$ cat config.mk
export PLATFORM = sky130hd
export DESIGN_NAME = ring_animator_flat
export DESIGN_NICKNAME = d
export VERILOG_FILES = /design/src/rtl/oled_pkg.sv /design/src/rtl/ring_animator_if.sv /design/src/rtl/ring_dist_pipe.sv /design/src/rtl/ring_animator.sv /design/src/flat_wrapper.sv
export SDC_FILE = /design/constraint.sdc
export NUM_CORES = 1
export LEC_CHECK = 0
export ABC_CLOCK_PERIOD_IN_PS = 10660
export CORE_MARGIN = 3
export CORE_UTILIZATION = 37
export CTS_CLUSTER_SIZE = 30
export DETAILED_ROUTE_END_ITERATION = 12
export SLEW_MARGIN = 5
export SYNTH_ARGS = -nofsm -noshare
export SYNTH_HDL_FRONTEND = slang
export SYNTH_SLANG_ARGS = --single-unit
$ cat constraint.sdc
create_clock -name clk25 -period 10.66 [get_ports clk25]
set_input_delay 2.132 -clock clk25 [delete_from_list [all_inputs] [get_ports clk25]]
set_output_delay 2.132 -clock clk25 [all_outputs]
set_load 0.005 [all_outputs]
$ cat src/rtl/oled_pkg.sv
// Shared definitions for the 96x64 RGB565 OLED renderers: geometry, colours,
// mode encoding and the ring animator state type.
package oled_pkg;

    localparam int OLED_W    = 96;
    localparam int OLED_H    = 64;
    localparam int PIX_COUNT = OLED_W * OLED_H;

    typedef logic [12:0] pix_idx_t;
    typedef logic [15:0] rgb565_t;
    typedef logic [4:0]  radius_t;
    typedef logic [1:0]  mode_t;

    localparam rgb565_t ORANGE = 16'hFC00;
    localparam rgb565_t BLACK  = 16'h0000;

    localparam mode_t MODE_OFF    = 2'd0;
    localparam mode_t MODE_STATIC = 2'd1;
    localparam mode_t MODE_GROW   = 2'd2;
    localparam mode_t MODE_PULSE  = 2'd3;

    // State values equal the mode codes so a sampled mode maps straight to a state.
    typedef enum logic [1:0] {
        ST_OFF    = MODE_OFF,
        ST_STATIC = MODE_STATIC,
        ST_GROW   = MODE_GROW,
        ST_PULSE  = MODE_PULSE
    } state_e;

endpackage

$ cat src/rtl/ring_animator_if.sv
// Pixel/animation bus between the OLED driver side (master) and the ring
// animator (slave).
interface ring_animator_if;

    oled_pkg::pix_idx_t pixel_index;
    logic               frame_tick;
    oled_pkg::mode_t    mode;
    oled_pkg::rgb565_t  color;
    oled_pkg::radius_t  r_out;
    logic               busy;

    modport master (
        output pixel_index, frame_tick, mode,
        input  color, r_out, busy
    );

    modport slave (
        input  pixel_index, frame_tick, mode,
        output color, r_out, busy
    );

endinterface

$ cat src/rtl/ring_dist_pipe.sv
// Two-stage pipeline turning a linear pixel index into {valid, squared
// distance from (CX, CY)}; shared by the shape renderers.
module ring_dist_pipe import oled_pkg::*; #(
    parameter int W  = OLED_W,
    parameter int H  = OLED_H,
    parameter int CX = OLED_W / 2,
    parameter int CY = OLED_H / 2
) (
    input  logic        clk,
    input  logic        reset,
    input  pix_idx_t    pixel_index,
    output logic        vld_p2_q,
    output logic [14:0] d2_p2_q
);

    logic [6:0]         col, row;
    logic signed [7:0]  dx_p1_d, dx_p1_q, dy_p1_d, dy_p1_q;
    logic               vld_p1_d, vld_p1_q, vld_p2_d;
    logic signed [15:0] dx_sq, dy_sq;
    logic [14:0]        d2_p2_d;

    always_comb begin
        // Stage 1: split the index into column/row offsets from the centre.
        col      = 7'(pixel_index % pix_idx_t'(W));
        row      = 7'(pixel_index / pix_idx_t'(W));
        dx_p1_d  = $signed({1'b0, col}) - 8'(CX);
        dy_p1_d  = $signed({1'b0, row}) - 8'(CY);
        vld_p1_d = (pixel_index < pix_idx_t'(W * H));

        // Stage 2: squared Euclidean distance.
        dx_sq    = dx_p1_q * dx_p1_q;
        dy_sq    = dy_p1_q * dy_p1_q;
        d2_p2_d  = 15'(dx_sq + dy_sq);
        vld_p2_d = vld_p1_q;
    end

    always_ff @(posedge clk) begin
        if (reset) begin
            dx_p1_q  <= '0;
            dy_p1_q  <= '0;
            vld_p1_q <= 1'b0;
            d2_p2_q  <= '0;
            vld_p2_q <= 1'b0;
        end else begin
            dx_p1_q  <= dx_p1_d;
            dy_p1_q  <= dy_p1_d;
            vld_p1_q <= vld_p1_d;
            d2_p2_q  <= d2_p2_d;
            vld_p2_q <= vld_p2_d;
        end
    end

endmodule

$ cat src/rtl/ring_animator.sv
// Ring renderer with programmable radii and a frame-synchronous animation FSM
// (OFF / STATIC / GROW / PULSE); colour appears two cycles after pixel_index.
module ring_animator import oled_pkg::*; #(
    parameter int      W           = OLED_W,
    parameter int      H           = OLED_H,
    parameter int      CX          = 48,
    parameter int      CY          = 32,
    parameter int      R_BASE      = 14,
    parameter int      THICK       = 2,
    parameter int      R_MIN       = 8,
    parameter int      R_MAX       = 20,
    parameter int      STEP_FRAMES = 2,
    parameter rgb565_t RING_COLOR  = ORANGE
) (
    input  logic          clk25,
    input  logic          reset,
    ring_animator_if.slave bus
);

    localparam int CNT_W = (STEP_FRAMES > 1) ? $clog2(STEP_FRAMES) : 1;

    state_e             state_q, state_d, req;
    radius_t            r_out_q, r_out_d, ro_q, ro_d, ri_q, ri_d;
    logic               busy_q, busy_d, dir_up_q, dir_up_d, upd_q, upd_d;
    logic [CNT_W-1:0]   step_cnt_q, step_cnt_d;
    logic               step_wrap;
    logic               vld_p2;
    logic [14:0]        d2_p2, ro_sq, ri_sq;
    rgb565_t            color_d;

    ring_dist_pipe #(.W(W), .H(H), .CX(CX), .CY(CY)) u_dist (
        .clk         (clk25),
        .reset       (reset),
        .pixel_index (bus.pixel_index),
        .vld_p2_q    (vld_p2),
        .d2_p2_q     (d2_p2)
    );

    assign step_wrap = (step_cnt_q == CNT_W'(STEP_FRAMES - 1));

    always_comb begin
        state_d    = state_q;
        r_out_d    = r_out_q;
        busy_d     = busy_q;
        dir_up_d   = dir_up_q;
        step_cnt_d = step_cnt_q;
        req        = state_e'(bus.mode);
        if (bus.frame_tick) begin
            step_cnt_d = step_wrap ? '0 : step_cnt_q + CNT_W'(1);
            if (state_q == ST_GROW && req == ST_GROW) begin
                if (step_wrap) begin
                    r_out_d = r_out_q + 5'd1;
                    if (r_out_d == radius_t'(R_BASE)) begin
                        state_d    = ST_STATIC;
                        busy_d     = 1'b0;
                        step_cnt_d = '0;
                    end
                end
            end else if (state_q == ST_PULSE && req == ST_PULSE) begin
                // Turn around on arrival so each endpoint lasts one full step period.
                if (step_wrap) begin
                    r_out_d = dir_up_q ? r_out_q + 5'd1 : r_out_q - 5'd1;
                    if (r_out_d == radius_t'(R_MAX))
                        dir_up_d = 1'b0;
                    else if (r_out_d == radius_t'(R_MIN))
                        dir_up_d = 1'b1;
                end
            end else if (req != state_q) begin
                state_d    = req;
                step_cnt_d = '0;
                busy_d     = 1'b0;
                case (req)
                    ST_STATIC: r_out_d = radius_t'(R_BASE);
                    ST_GROW: begin
                        r_out_d = '0;
                        busy_d  = 1'b1;
                    end
                    ST_PULSE: begin
                        r_out_d  = radius_t'(R_MIN);
                        dir_up_d = 1'b1;
                    end
                    default: ;
                endcase
            end else if (state_q == ST_STATIC) begin
                r_out_d = radius_t'(R_BASE);
            end
        end
    end

    // Active radii follow r_out one cycle after frame_tick, so a frame never tears.
    always_comb begin
        upd_d = bus.frame_tick;
        ro_d  = ro_q;
        ri_d  = ri_q;
        if (upd_q) begin
            ro_d = r_out_q;
            ri_d = (r_out_q > radius_t'(THICK)) ? r_out_q - radius_t'(THICK) : '0;
        end
    end

    always_comb begin
        ro_sq   = 15'(ro_q) * 15'(ro_q);
        ri_sq   = 15'(ri_q) * 15'(ri_q);
        color_d = BLACK;
        if (vld_p2 && state_q != ST_OFF && ri_sq <= d2_p2 && d2_p2 <= ro_sq)
            color_d = RING_COLOR;
    end

    always_ff @(posedge clk25) begin
        if (reset) begin
            state_q    <= ST_OFF;
            r_out_q    <= radius_t'(R_BASE);
            busy_q     <= 1'b0;
            dir_up_q   <= 1'b1;
            step_cnt_q <= '0;
            upd_q      <= 1'b0;
            ro_q       <= '0;
            ri_q       <= '0;
        end else begin
            state_q    <= state_d;
            r_out_q    <= r_out_d;
            busy_q     <= busy_d;
            dir_up_q   <= dir_up_d;
            step_cnt_q <= step_cnt_d;
            upd_q      <= upd_d;
            ro_q       <= ro_d;
            ri_q       <= ri_d;
        end
    end

    assign bus.color = color_d;
    assign bus.r_out = r_out_q;
    assign bus.busy  = busy_q;

endmodule

$ cat src/flat_wrapper.sv
// flat-port wrapper written by rule: the top's interface ports become plain ports
module ring_animator_flat import oled_pkg::*;
#(
    parameter int      W           = OLED_W,
    parameter int      H           = OLED_H,
    parameter int      CX          = 48,
    parameter int      CY          = 32,
    parameter int      R_BASE      = 14,
    parameter int      THICK       = 2,
    parameter int      R_MIN       = 8,
    parameter int      R_MAX       = 20,
    parameter int      STEP_FRAMES = 2,
    parameter rgb565_t RING_COLOR  = ORANGE
)
  (clk25, reset, bus_pixel_index, bus_frame_tick, bus_mode, bus_color, bus_r_out, bus_busy);
  ring_animator_if bus_i ();
  input  logic clk25;
  input  logic reset;
  input wire logic [$bits(bus_i.pixel_index)-1:0] bus_pixel_index;
  input wire logic [$bits(bus_i.frame_tick)-1:0] bus_frame_tick;
  input wire logic [$bits(bus_i.mode)-1:0] bus_mode;
  output wire logic [$bits(bus_i.color)-1:0] bus_color;
  output wire logic [$bits(bus_i.r_out)-1:0] bus_r_out;
  output wire logic [$bits(bus_i.busy)-1:0] bus_busy;
  assign bus_i.pixel_index = bus_pixel_index;
  assign bus_i.frame_tick = bus_frame_tick;
  assign bus_i.mode = bus_mode;
  assign bus_color = bus_i.color;
  assign bus_r_out = bus_i.r_out;
  assign bus_busy = bus_i.busy;
  ring_animator #(.W(W), .H(H), .CX(CX), .CY(CY), .R_BASE(R_BASE), .THICK(THICK), .R_MIN(R_MIN), .R_MAX(R_MAX), .STEP_FRAMES(STEP_FRAMES), .RING_COLOR(RING_COLOR)) u_core (.clk25(clk25), .reset(reset), .bus(bus_i));
endmodule
# [Word-level counts from Yosys, hierarchy flattened]
# Cells that the tools add are included.
[totals] wordCells=93 reg_bits=54 input_bits=18 out_inout_bits=22
[classes] bitwise_logic=1 add_sub_neg=7 n_mul=4 muxes=33 reduce_logical=13 order_cmp=4 n_eq_ne=16 div=2
[ops] op="$mux W5" n=8
[ops] op="$mul A8 B8 Y15" n=2
[ops] op="$mul A5 B5 Y10" n=2
[ops] op="$mux W1" n=18
[ops] op="$mux W16" n=1
[ops] op="$sub A7 B6 Y8 const B" n=2
[ops] op="$add A15 B15 Y15" n=1
[ops] op="$le A10 B15 Y1" n=1
[ops] op="$le A15 B10 Y1" n=1
[ops] op="$pmux W5 S3" n=1
[ops] op="$div A13 B7 Y13 const B" n=1
[ops] op="$lt A13 B13 Y1 const B" n=1
[ops] op="$mod A13 B7 Y13 const B" n=1
[ops] op="$eq A5 B4 Y1 const B" n=2
[ops] op="$mux W2" n=5
[ops] op="$reduce_and A5 Y1" n=2
[ops] op="$eq A2 B2 Y1 const B" n=4
[ops] op="$reduce_bool A2 Y1" n=4
[ops] op="$ne A2 B1 Y1 const B" n=3
[ops] op="$ne A6 B2 Y1 const B" n=1
[ops] op="$reduce_and A6 Y1" n=1
[ops] op="$add A5 B1 Y5 const B" n=1
[ops] op="$eq A5 B5 Y1 const B" n=1
[ops] op="$gt A5 B2 Y1 const B" n=1
[ops] op="other kinds (10)" n=15

# [Depth between registers and ports, before layout]
[logic_depth] word_depth=7 mapped_depth=22 mapped_depth_nobuf=20

# [Modules after synthesis]
# From an unflattened synthesis, not the netlist that was laid out.
[hier_totals] hier_cells=944 hier_area_um2=8369.3
[modules_own_cells] module="ring_dist_pipe" seq_area_each_um2=660.6 area_per_inst_um2=5607.9 instances=1 cells_per_inst=599
[modules_own_cells] module="ring_animator" seq_area_each_um2=420.4 area_per_inst_um2=2761.4 instances=1 cells_per_inst=345

# [Worst setup path before layout]
# No wires, ideal clock.
[synth_timing] path_kind="flip-flop to output port" start="register u_core.ri_q[4]" end="output port bus_color[11]" slack_ps=4300 arrival_time_ps=4228 required_ps=8528 n_path_buf=1 path_stages_with_launch=21 cell_sequence="dfxtp_1 > and2_1 > fa_1 > inv_1 > fa_1 > inv_1 > ha_1 > a21o_1 > ha_1 > nor2b_1 > o21a_1 > o21ai_0 > nand2b_1 > a21oi_1 > xor2_1 > ha_1 > nand4_1 > nor4b_1 > nor3_1 > a21oi_1 > buf_4"
[synth_between] elab_chain_cells=5
[synth_lines] element="from (decl)" line_no="ring_animator.sv:23" source="radius_t r_out_q, r_out_d, ro_q, ro_d, ri_q, ri_d;"
[synth_lines] element="from (signal assigned)" line_no="ring_animator.sv:127" source="ri_q <= ri_d;"
[synth_lines] element="$mul A5 B5 Y10" line_no="ring_animator.sv:103" source="ri_sq = 15'(ri_q) * 15'(ri_q);"
[synth_lines] element="$le A10 B15 Y1" line_no="ring_animator.sv:105" source="if (vld_p2 && state_q != ST_OFF && ri_sq <= d2_p2 && d2_p2 <= ro_sq)"
[synth_lines] element="$logic_and A1 B1 Y1 (2 in series)" line_no="ring_animator.sv:105"
[synth_lines] element="$mux W16" line_no="ring_animator.sv:105"
[synth_lines] element="to (decl)" line_no="flat_wrapper.sv:22" source="output wire logic [$bits(bus_i.color)-1:0] bus_color;"
# No other way between the ends.

# [Worst setup path in the final report]
[layout_timing] start="register u_core.ri_q[4]" end="output port bus_color[13]"
# The elaborated chain is that of the path after synthesis.

==> results.json <==
{
  "status": "completed",
  "critPathLaunch": "u_core.ri_q[4]$_SDFFE_PP0P_",
  "timing.max_slew.rel_slack_pct": 51.33,
  "final.period_utilization_pct": 69.15,
  "first_global_vias": 5730,
  "slowest_stage": "sky130_fd_sc_hd__clkdlybuf4s50_1",
  "drive_above_1_share_pct": 2.492,
  "ys_seq_elements": 54,
  "area_growth_syn_to_layout_pct": 6.826,
  "clk-insertion-delay-late_ns": 0.30,
  "hold_buffers": 0,
  "critical_path.reg2reg.endpoint": "u_core.u_dist.d2_p2_q[13]$_SDFF_PP0_",
  "fin_cells": 1198,
  "fmax_mhz": 135.7,
  "post_cts_gate_resize_count": 0,
  "cpPeakStageDelay_ns": 0.60,
  "cts_setup_buffers": 0,
  "wire_length_of_the_first_global_routing_pass_um": 27310,
  "clk_transition_reported_paths_ns": 0.07,
  "grt_overflow_total": 0,
  "p_leak_nw": 4.266,
  "count_of_buffer_and_inverter_cells_on_the_critical_path": 3,
  "drv_slew": 0,
  "largest_net_degree_at_the_start_of_global_routing": 57,
  "place_area_mm2": 0.008594,
  "num_io_pins": 40,
  "num_rows": 53,
  "dp.final_hpwl_um": 12500,
  "cts_made_buffers": 5,
  "worst_ir_drop_on_vdd_v": 0.0001159,
  "crit_chain": "and2_1, fa_1, inv_1, fa_1, inv_1, ha_1, a21o_1, ha_1, nor2b_1, o21a_1, o21ai_0, nand2b_1, a21oi_1, xor2_1, ha_1, nand4_1, nor4b_1, nor3_1, a21oi_1, clkdlybuf4s50_1",
  "dr.first_iter.drc_count": 283,
  "maxCapViolations": 0,
  "worst-r2r-cell-count": 17,
  "pwr-share-seq_pct": 19.1,
  "switchingPower_mw": 0.6295,
  "crit_path_frequent_cell": "sky130_fd_sc_hd__ha_1",
  "hold_path_startpoint": "u_core.u_dist.vld_p1_q$_SDFF_PP0_",
  "die_y_um": 155.0,
  "start_util_pct": 38.34,
  "power.combinational.fraction_pct": 67.3,
  "yosysTopAreaCellShare_pct": 27.30,
  "ys.flop_type": "sky130_fd_sc_hd__dfxtp_1",
  "numPlacedInstances": 1190,
  "internal_power_mw": 0.8161,
  "ff_to_ff_setup_slack_ns": 4.50,
  "power.clock.fraction_pct": 13.6,
  "power_per_cell_area_mw_per_mm2": 164.8,
  "cts.sinks": 54,
  "drc_errors": 0,
  "die_width_um": 155.0,
  "path_depth": 20,
  "worstSetupPathType": "flip-flop to primary output",
  "min_delay_path_depth": 1,
  "sw_frac_of_total_pct": 43.55,
  "finalNetCount": 1142,
  "htree_levels": 2,
  "routed_via_density": 4.780,
  "number_of_iterations_in_the_first_detailed_routing_pass": 4,
  "fin_skew_ns": 0.006343,
  "tritoncts": "yes",
  "rsz0062_at_grt": "no",
  "worstHoldPathType": "flip-flop to flip-flop",
  "crit_path_end_kind": "primary output",
  "die_area_mm2": 0.02402,
  "routed_wire_length_per_instance_um": 12.72,
  "gp_congestion": 0.8013,
  "setup_total_negative_slack_ns": 0,
  "synth_async_sr_flop_share_pct": 0,
  "synth_sequential_area_ratio_pct": 13.16,
  "path_delay_family": "adder cells",
  "synth-warning-count": 0,
  "synth_edf_count": 0,
  "mostFrequentLayoutCells": "159 x sky130_fd_sc_hd__inv_1, 112 x sky130_fd_sc_hd__fa_1, 90 x sky130_fd_sc_hd__ha_1",
  "max-clock-path-buffers": 2,
  "hold_viol": 0,
  "clock_tree.root_cell": "sky130_fd_sc_hd__clkbuf_16",
  "path_max_fanout": 6,
  "crit_arrival_ns": 5.24,
  "worst_endpoint_required_time_ns": 8.53,
  "gr-usage-all-layers_pct": 13.48,
  "detail-route-antenna-nets": 0,
  "start_kind": "flip-flop",
  "core_region_area_mm2": 0.02142,
  "synthesis.area_mm2": 0.008212,
  "post-route-cell-area_mm2": 0.008772,
  "crit_end": "bus_color[13]",
  "grt_antenna_before_repair": 0,
  "portBuffers": 29,
  "report.power.total_mw": 1.446,
  "layout_commonest_cell": "sky130_fd_sc_hd__inv_1",
  "synth.distinct_cells": 67,
  "routed_wirelength_um": 15230,
  "synth_area_per_cell_um2": 8.820,
  "setup-violations-final": 0,
  "finalCriticalPeriod_ns": 7.372,
  "synth_top_cells_by_area": "sky130_fd_sc_hd__fa_1 27%, sky130_fd_sc_hd__ha_1 14%, sky130_fd_sc_hd__dfxtp_1 13%",
  "antenna-diode-count": 0,
  "worst-slew-pin-transition_ns": 0.7267,
  "synth_area_leader": "sky130_fd_sc_hd__fa_1",
  "regToRegStartpoint": "u_core.u_dist.dy_p1_q[7]$_SDFF_PP0_",
  "syn_inst": 931,
  "total_number_of_vias": 5727
}
-- cell usage after synthesis (7+ instances only) --
cell / n
sky130_fd_sc_hd__nand3_1: 13
sky130_fd_sc_hd__nand2_1: 51
sky130_fd_sc_hd__a21oi_1: 44
sky130_fd_sc_hd__nand2b_1: 17
sky130_fd_sc_hd__and2_1: 51
sky130_fd_sc_hd__fa_1: 112
sky130_fd_sc_hd__ha_1: 90
sky130_fd_sc_hd__nor3_1: 10
sky130_fd_sc_hd__xor2_1: 13
sky130_fd_sc_hd__a21o_1: 12
sky130_fd_sc_hd__dfxtp_1: 54
sky130_fd_sc_hd__nor2b_1: 43
sky130_fd_sc_hd__nor2_1: 51
sky130_fd_sc_hd__buf_4: 16
sky130_fd_sc_hd__clkbuf_1: 29
sky130_fd_sc_hd__xnor2_1: 42
sky130_fd_sc_hd__a31oi_1: 7
sky130_fd_sc_hd__o21ai_0: 21
sky130_fd_sc_hd__inv_1: 159
-- through the flow --
stage | utilization [%] | hold slack [ns] | setup slack [ns]
floorplan | - | 0.4138 | 4.300
global placement | 40.13 | 0.4237 | 3.681
detailed placement | 40.13 | 0.4314 | 3.554
CTS | 40.95 | 0.4509 | 3.194
global route | 40.95 | 0.4616 | 2.852
finish | 40.95 | 0.4483 | 3.288
-- layer usage --
layer | share of wire, % | vias up | global-route usage [%] | wire length [um]
li1 | - | 2924 | - | -
met2 | 47 | 49 | 22.30 | 7232
met5 | 0 | - | 0 | 0
met4 | 1.1 | 0 | 2.397 | 161
met3 | 1.8 | 14 | 1.363 | 279
met1 | 50 | 2740 | 19.39 | 7560
-- worst min-delay path by stage --
stage,to,slack (ns)
floorplan,u_core.u_dist.vld_p2_q$_SDFF_PP0_,0.41
global placement,u_core.u_dist.vld_p2_q$_SDFF_PP0_,0.42
detailed placement,u_core.u_dist.vld_p2_q$_SDFF_PP0_,0.43
CTS,u_core.u_dist.vld_p2_q$_SDFF_PP0_,0.45
global route,u_core.u_dist.vld_p2_q$_SDFF_PP0_,0.46
finish,u_core.u_dist.vld_p2_q$_SDFF_PP0_,0.45
-- area by class of cell --
type	count	area, um2
clock buffers	6	138.9
inverters	159	596.8
multi-input cells	672	6280
well taps	275	344.1
repair buffers	30	292.8
clock inverters	2	38.79
flip-flops and latches	54	1081
fillers	2177	12650
-- flip-flops by register name (all words and copies together) (netlist names) --
name,cells
u_core.bus.busy,1
u_core.u_dist.vld_p1_q,1
u_core.bus.r_out,5
u_core.u_dist.d2_p2_q,15
u_core.step_cnt_q,1
u_core.ri_q,5
u_core.u_dist.dx_p1_q,8
u_core.state_q,2
u_core.dir_up_q,1
u_core.ro_q,5
u_core.upd_q,1
u_core.u_dist.vld_p2_q,1
u_core.u_dist.dy_p1_q,8
-- cell families (layout without fill, tap and decap cells) --
logic type / after synthesis / in the layout / synth area share [%]
AND/OR/NAND/NOR: 266 / 266 / 17.42
XOR/XNOR: 56 / 56 / 6.201
multiplexers: 7 / 7 / 0.9294
buffers and inverters: 214 / 197 / 10.77
AO/OA/AOI/OAI: 129 / 129 / 10.21
other: 1 / 10 / 0.04567
adder cells (fa/ha/maj): 204 / 204 / 41.26
flip-flops: 54 / 54 / 13.16
-- power groups by stage --
stage / Sequential, mW / Clock (mW) / Combinational (mW)
after floorplan: 0.255 / 0 / 0.826
after global placement: 0.281 / 0 / 0.982
after detailed placement: 0.281 / 0 / 0.994
after CTS: 0.277 / 0.203 / 0.999
after global routing: 0.282 / 0.210 / 1.13
final: 0.276 / 0.197 / 0.973
Note: power is estimated with default switching activity, not from simulation.
